`src/rtl/hack_pkg.sv`:
```
// Shared Hack ALU definitions: word width, word type and the canonical
// control encodings packed as {zx,nx,zy,ny,f,no}.
package hack_pkg;

  localparam int unsigned WORD_W = 16;

  typedef logic [WORD_W-1:0] word_t;

  typedef struct packed {
    logic zx;
    logic nx;
    logic zy;
    logic ny;
    logic f;
    logic no;
  } ctl_t;

  localparam ctl_t CTL_ZERO    = 6'b101010;
  localparam ctl_t CTL_ONE     = 6'b111111;
  localparam ctl_t CTL_NEG1    = 6'b111010;
  localparam ctl_t CTL_X       = 6'b001100;
  localparam ctl_t CTL_Y       = 6'b110000;
  localparam ctl_t CTL_NOT_X   = 6'b001101;
  localparam ctl_t CTL_NOT_Y   = 6'b110001;
  localparam ctl_t CTL_NEG_X   = 6'b001111;
  localparam ctl_t CTL_NEG_Y   = 6'b110011;
  localparam ctl_t CTL_X_INC   = 6'b011111;
  localparam ctl_t CTL_Y_INC   = 6'b110111;
  localparam ctl_t CTL_X_DEC   = 6'b001110;
  localparam ctl_t CTL_Y_DEC   = 6'b110010;
  localparam ctl_t CTL_X_ADD_Y = 6'b000010;
  localparam ctl_t CTL_X_SUB_Y = 6'b010011;
  localparam ctl_t CTL_Y_SUB_X = 6'b000111;
  localparam ctl_t CTL_X_AND_Y = 6'b000000;
  localparam ctl_t CTL_X_OR_Y  = 6'b010101;

endpackage

```
`src/rtl/hack_alu_core.sv`:
```
// Purely combinational Hack ALU datapath: operand conditioning, add/and,
// optional output negation and the zr/ng flags.
module hack_alu_core
  import hack_pkg::*;
#(
  parameter int unsigned WIDTH = WORD_W
) (
  input  logic [WIDTH-1:0] x,
  input  logic [WIDTH-1:0] y,
  input  logic             zx,
  input  logic             nx,
  input  logic             zy,
  input  logic             ny,
  input  logic             f,
  input  logic             no,
  output logic [WIDTH-1:0] out,
  output logic             zr,
  output logic             ng
);

  logic [WIDTH-1:0] w_x1;
  logic [WIDTH-1:0] w_x2;
  logic [WIDTH-1:0] w_y1;
  logic [WIDTH-1:0] w_y2;
  logic [WIDTH-1:0] w_r;
  logic [WIDTH-1:0] w_out;

  // Zero first, then negate; the adder wraps and drops its carry.
  always_comb begin
    w_x1  = zx ? '0 : x;
    w_x2  = nx ? ~w_x1 : w_x1;
    w_y1  = zy ? '0 : y;
    w_y2  = ny ? ~w_y1 : w_y1;
    w_r   = f ? (w_x2 + w_y2) : (w_x2 & w_y2);
    w_out = no ? ~w_r : w_r;
  end

  assign out = w_out;
  assign zr  = (w_out == '0);
  assign ng  = w_out[WIDTH-1];

endmodule

```
`src/rtl/hack_alu.sv`:
```
// Hack ALU top: combinational result and flags plus an enabled register
// stage for pipelined consumers.
module hack_alu
  import hack_pkg::*;
#(
  parameter int unsigned WIDTH = WORD_W
) (
  input  logic             clk,
  input  logic             rst,
  input  logic [WIDTH-1:0] x,
  input  logic [WIDTH-1:0] y,
  input  logic             zx,
  input  logic             nx,
  input  logic             zy,
  input  logic             ny,
  input  logic             f,
  input  logic             no,
  input  logic             en,
  output logic [WIDTH-1:0] out,
  output logic             zr,
  output logic             ng,
  output logic [WIDTH-1:0] out_q,
  output logic             zr_q,
  output logic             ng_q
);

  if (WIDTH < 2) begin : g_width_check
    $error("hack_alu: WIDTH must be at least 2");
  end

  logic [WIDTH-1:0] w_out;
  logic             w_zr;
  logic             w_ng;
  logic [WIDTH-1:0] r_out;
  logic             r_zr;
  logic             r_ng;

  hack_alu_core #(
    .WIDTH(WIDTH)
  ) u_core (
    .x   (x),
    .y   (y),
    .zx  (zx),
    .nx  (nx),
    .zy  (zy),
    .ny  (ny),
    .f   (f),
    .no  (no),
    .out (w_out),
    .zr  (w_zr),
    .ng  (w_ng)
  );

  // Reset state mirrors a zero result, hence zr_q = 1.
  always_ff @(posedge clk) begin
    if (rst) begin
      r_out <= '0;
      r_zr  <= 1'b1;
      r_ng  <= 1'b0;
    end else if (en) begin
      r_out <= w_out;
      r_zr  <= w_zr;
      r_ng  <= w_ng;
    end
  end

  assign out   = w_out;
  assign zr    = w_zr;
  assign ng    = w_ng;
  assign out_q = r_out;
  assign zr_q  = r_zr;
  assign ng_q  = r_ng;

endmodule

```
`config.mk`:
```
export PLATFORM = sky130hd
export DESIGN_NAME = hack_alu
export DESIGN_NICKNAME = d
export VERILOG_FILES = /design/src/rtl/hack_pkg.sv /design/src/rtl/hack_alu_core.sv /design/src/rtl/hack_alu.sv
export SDC_FILE = /design/constraint.sdc
export NUM_CORES = 1
export LEC_CHECK = 0
export BUFFER_PORTS_ARGS = -buffer_cell sky130_fd_sc_hd__buf_2
export CAP_MARGIN = 0
export CORE_UTILIZATION = 53
export CTS_CLUSTER_SIZE = 8
export DETAILED_ROUTE_END_ITERATION = 10
export HOLD_SLACK_MARGIN = 0.02
export PLACE_DENSITY = 0.86
export SLEW_MARGIN = 20
export SYNTH_ARGS = -nofsm -noshare
export SYNTH_HDL_FRONTEND = slang
export SYNTH_SLANG_ARGS = --single-unit
export TNS_END_PERCENT = 1
```
`constraint.sdc`:
```
create_clock -name clk -period 9 [get_ports clk]
set_input_delay 2.7 -clock clk [delete_from_list [all_inputs] [get_ports clk]]
set_output_delay 2.7 -clock clk [all_outputs]
set_load 0.01 [all_outputs]
```
==> impl_metrics.toml <==
[clock_network]
worstSkewPairLatency_ns = 0.25
h-tree-depth = 1
cts_tree = "done"
cts_sinks = 17
clk_pin_slew_ns = 0.06
cts_buffer_depth = 2
postCtsSetupBuffers = 0
cts_buffers = 3
cts_hold_buffers = 0
root_buffer = "clkbuf_8"
cts.repair.resized = 0

[yosys]
syn_avg_cell_area_sq_um = 8.06
synth.most_common_cell = "xnor2_1"
synth_edf_count = 0
netlist_area_sq_um = 2540
synthMuxAreaShare_pct = 8.73
yosysWarnings = 0
synth_seq_cells = 17
synth_area_leaders = "xnor2_1 (18%), dfxtp_1 (13%), nand2b_1 (8.6%)"
synth-simple-area-share_pct = 22.9
synth_common_cells = "xnor2_1 (52), nand2b_1 (35), nor2_1 (25), mux2i_1 (21), a21oi_1 (20)"
syn_nets = 373
yosys.area.top_type_share_pct = 17.9
ys_types = 61
synthAdderAreaFrac_pct = 8.68
synth_top_family_by_area = "simple AND/OR/NAND/NOR gates"
synthXorXnorAreaFrac_pct = 18.9
yosysTopAreaCell = "xnor2_1"
synth-compound-area-share_pct = 21.5
async_flop_share_pct = 0
postSynthCellCount = 315
ys.flop_type = "dfxtp_1"
ys_seq_area_share_pct = 13.4

[placed_design]
place_congestion = 0.879
hpwl_um = 4730
port_buffers = 76
dpl_cell_area_sq_um = 2870
dpl.cell_count = 425
pre_cts_slack_ns = 0.356

[sta]
rsz0062_at_grt = "false"
setup_violations = 0
clock_skew_ns = 0
whs_ns = 0.470
tns_ns = 0
clock.fmax_mhz = 116
fin_ws_ns = 0.357
min_period_over_period_pct = 96.0
hold_viol = 0
max_slew_margin_pct = 59.8
final.min_clock_period_ns = 8.64
tightest_slew_ns = 0.602
drv_slew = 0

[power_and_ir_drop]
p_per_area_nw_per_um2 = 157
p_seq_share_pct = 20.0
power_leakage_nw = 1.30
peakVddDrop_uv = 81.0
p_clk_share_pct = 12.2
internal_power_mw = 0.252
pwr-share-comb_pct = 67.7
switchingPower_mw = 0.207
switching_share_pct = 45.1
power.total_mw = 0.458

[global_route]
antenna_found_initial = 0
grt_usage_pct = 23.5
grt_pass1_wl_um = 9800
grt_pass1_vias = 2188
grt_max_degree = 33
grt_overflow = 0

[worst_setup_path]
cp.required_ns = 6.30
worstSetupStartpointType = "primary input"
setup.worst_path.class = "primary input to output pin"
path_delay_family = "compound AO/OA/AOI/OAI gates"
worstPathMaxFanout = 16
crit_path_max_incr_delay_ns = 0.48
worstPathCellList = "buf_2 > nand2b_1 > xnor2_1 > ha_1 > fa_1 > a211oi_4 > o21ai_2 > a31o_1 > a221oi_4 > nand2_1 > or3_1 > a211oi_2 > and2_1 > buf_2"
slowest_stage = "fa_1"
crit_arrival_ns = 5.94
path_buf_inv = 2
crit_top_cell = "buf_2"
ff2ff_setup_slack_ns = 8.08
cp-end-kind = "output pin"

[run_status]
violations = "design-rule violations"
status = "complete, but fails checks"

[route]
viasPerCell = 5.80
drt_iter0_markers = 107
drc = 9
wl_um = 5810
vias = 2487
dr.pass1.iters = 8
ant_nets = 0
routedWlPerCell_um = 13.5

[floorplanning]
fp.dieH_um = 71.2
die_area_sq_um = 5070
core-area_sq_um = 4470
rows = 24
num_io_pins = 77
start_util_pct = 56.7
die_w_um = 71.2

[finish]
n_antenna_cell = 0
post-route-util_pct = 65.1
final_cells = 429
fillCellCount = 392
layout.area.seq_sq_um = 340
layout-drive-gt1-share_pct = 24.7
nNetsFinal = 436
fin_area_sq_um = 2910
multi_input_area_sq_um = 2050
area_growth_pct = 14.8

[run]
cap_violations = 0

[hold_path]
hp-class = "flip-flop to flip-flop"
## final timing paths
check,startpoint,depth (start not counted),to
max,zy,14,zr
min,out_q[7]$_SDFFE_PP0P_,2,out_q[7]$_SDFFE_PP0P_
max reg2reg,zr_q$_SDFFE_PP1P_,2,zr_q$_SDFFE_PP1P_
min reg2reg,out_q[7]$_SDFFE_PP0P_,2,out_q[7]$_SDFFE_PP0P_
## per-layer routing
metal	GRT usage, %	vias up	routed length, um
met2	40.4	97	2670
met3	1.42	4	290
li1	-	1236	-
met4	7.11	0	55
met5	0	-	0
met1	31.5	1150	2790
## cells in the final DEF (no fill, tap or decap), drive strengths merged, types with 2 or more instances in the layout
master / netlist / final
o21ai: 8 / 8
inv: 4 / 4
a2111oi: 2 / 2
o21a: 2 / 2
a31oi: 2 / 2
ha: 16 / 16
nor2: 25 / 25
nand4: 2 / 2
xnor2: 53 / 53
a21o: 7 / 7
o2111ai: 2 / 2
a21oi: 21 / 21
o21bai: 2 / 2
a221oi: 4 / 4
nor4: 2 / 2
a211oi: 5 / 5
dfxtp: 17 / 17
nand2b: 35 / 35
clkbuf: 10 / 3
buf: 10 / 78
o211ai: 4 / 4
nand3: 4 / 4
nor2b: 5 / 5
nand2: 16 / 16
and3: 4 / 4
mux2i: 21 / 21
nor3: 8 / 8
or3: 4 / 4
clkinv: 1 / 2
## cell type report
class	count	area share, %
tap	52	2.23
clock buffer	3	1.42
inverter	5	0.644
multi-input combinational	273	70.3
timing repair buffer	78	13.6
clock inverter	1	0.172
sequential	17	11.7
## worst register-to-register path: stages (launching register included)
cell and delay [ns]:
dfxtp_1 0.32, nor2b_1 0.15, a311o_1 0.34
## power by group through the flow
stage	clock network [mW]	logic (mW)	registers, mW
6_report	0.0561	0.311	0.0918
5_1_grt	0.0602	0.341	0.0927
4_1_cts	0.0568	0.309	0.0917
3_5_place_dp	0	0.308	0.0930
3_3_place_gp	0	0.299	0.0926
2_1_floorplan	0	0.228	0.0983
## cell families (layout without fill, tap and decap cells)
family,after synthesis,count (layout)
simple gates,110,110
compound gates,70,70
xor+xnor,54,54
buf+inv,25,87
mux,22,22
fa+ha+maj,17,17
flops,17,17
## state kept, by name, indices dropped and copies added (netlist names)
name and count:
out_q 16, zr_q 1
(Power assumes the default switching activity.)
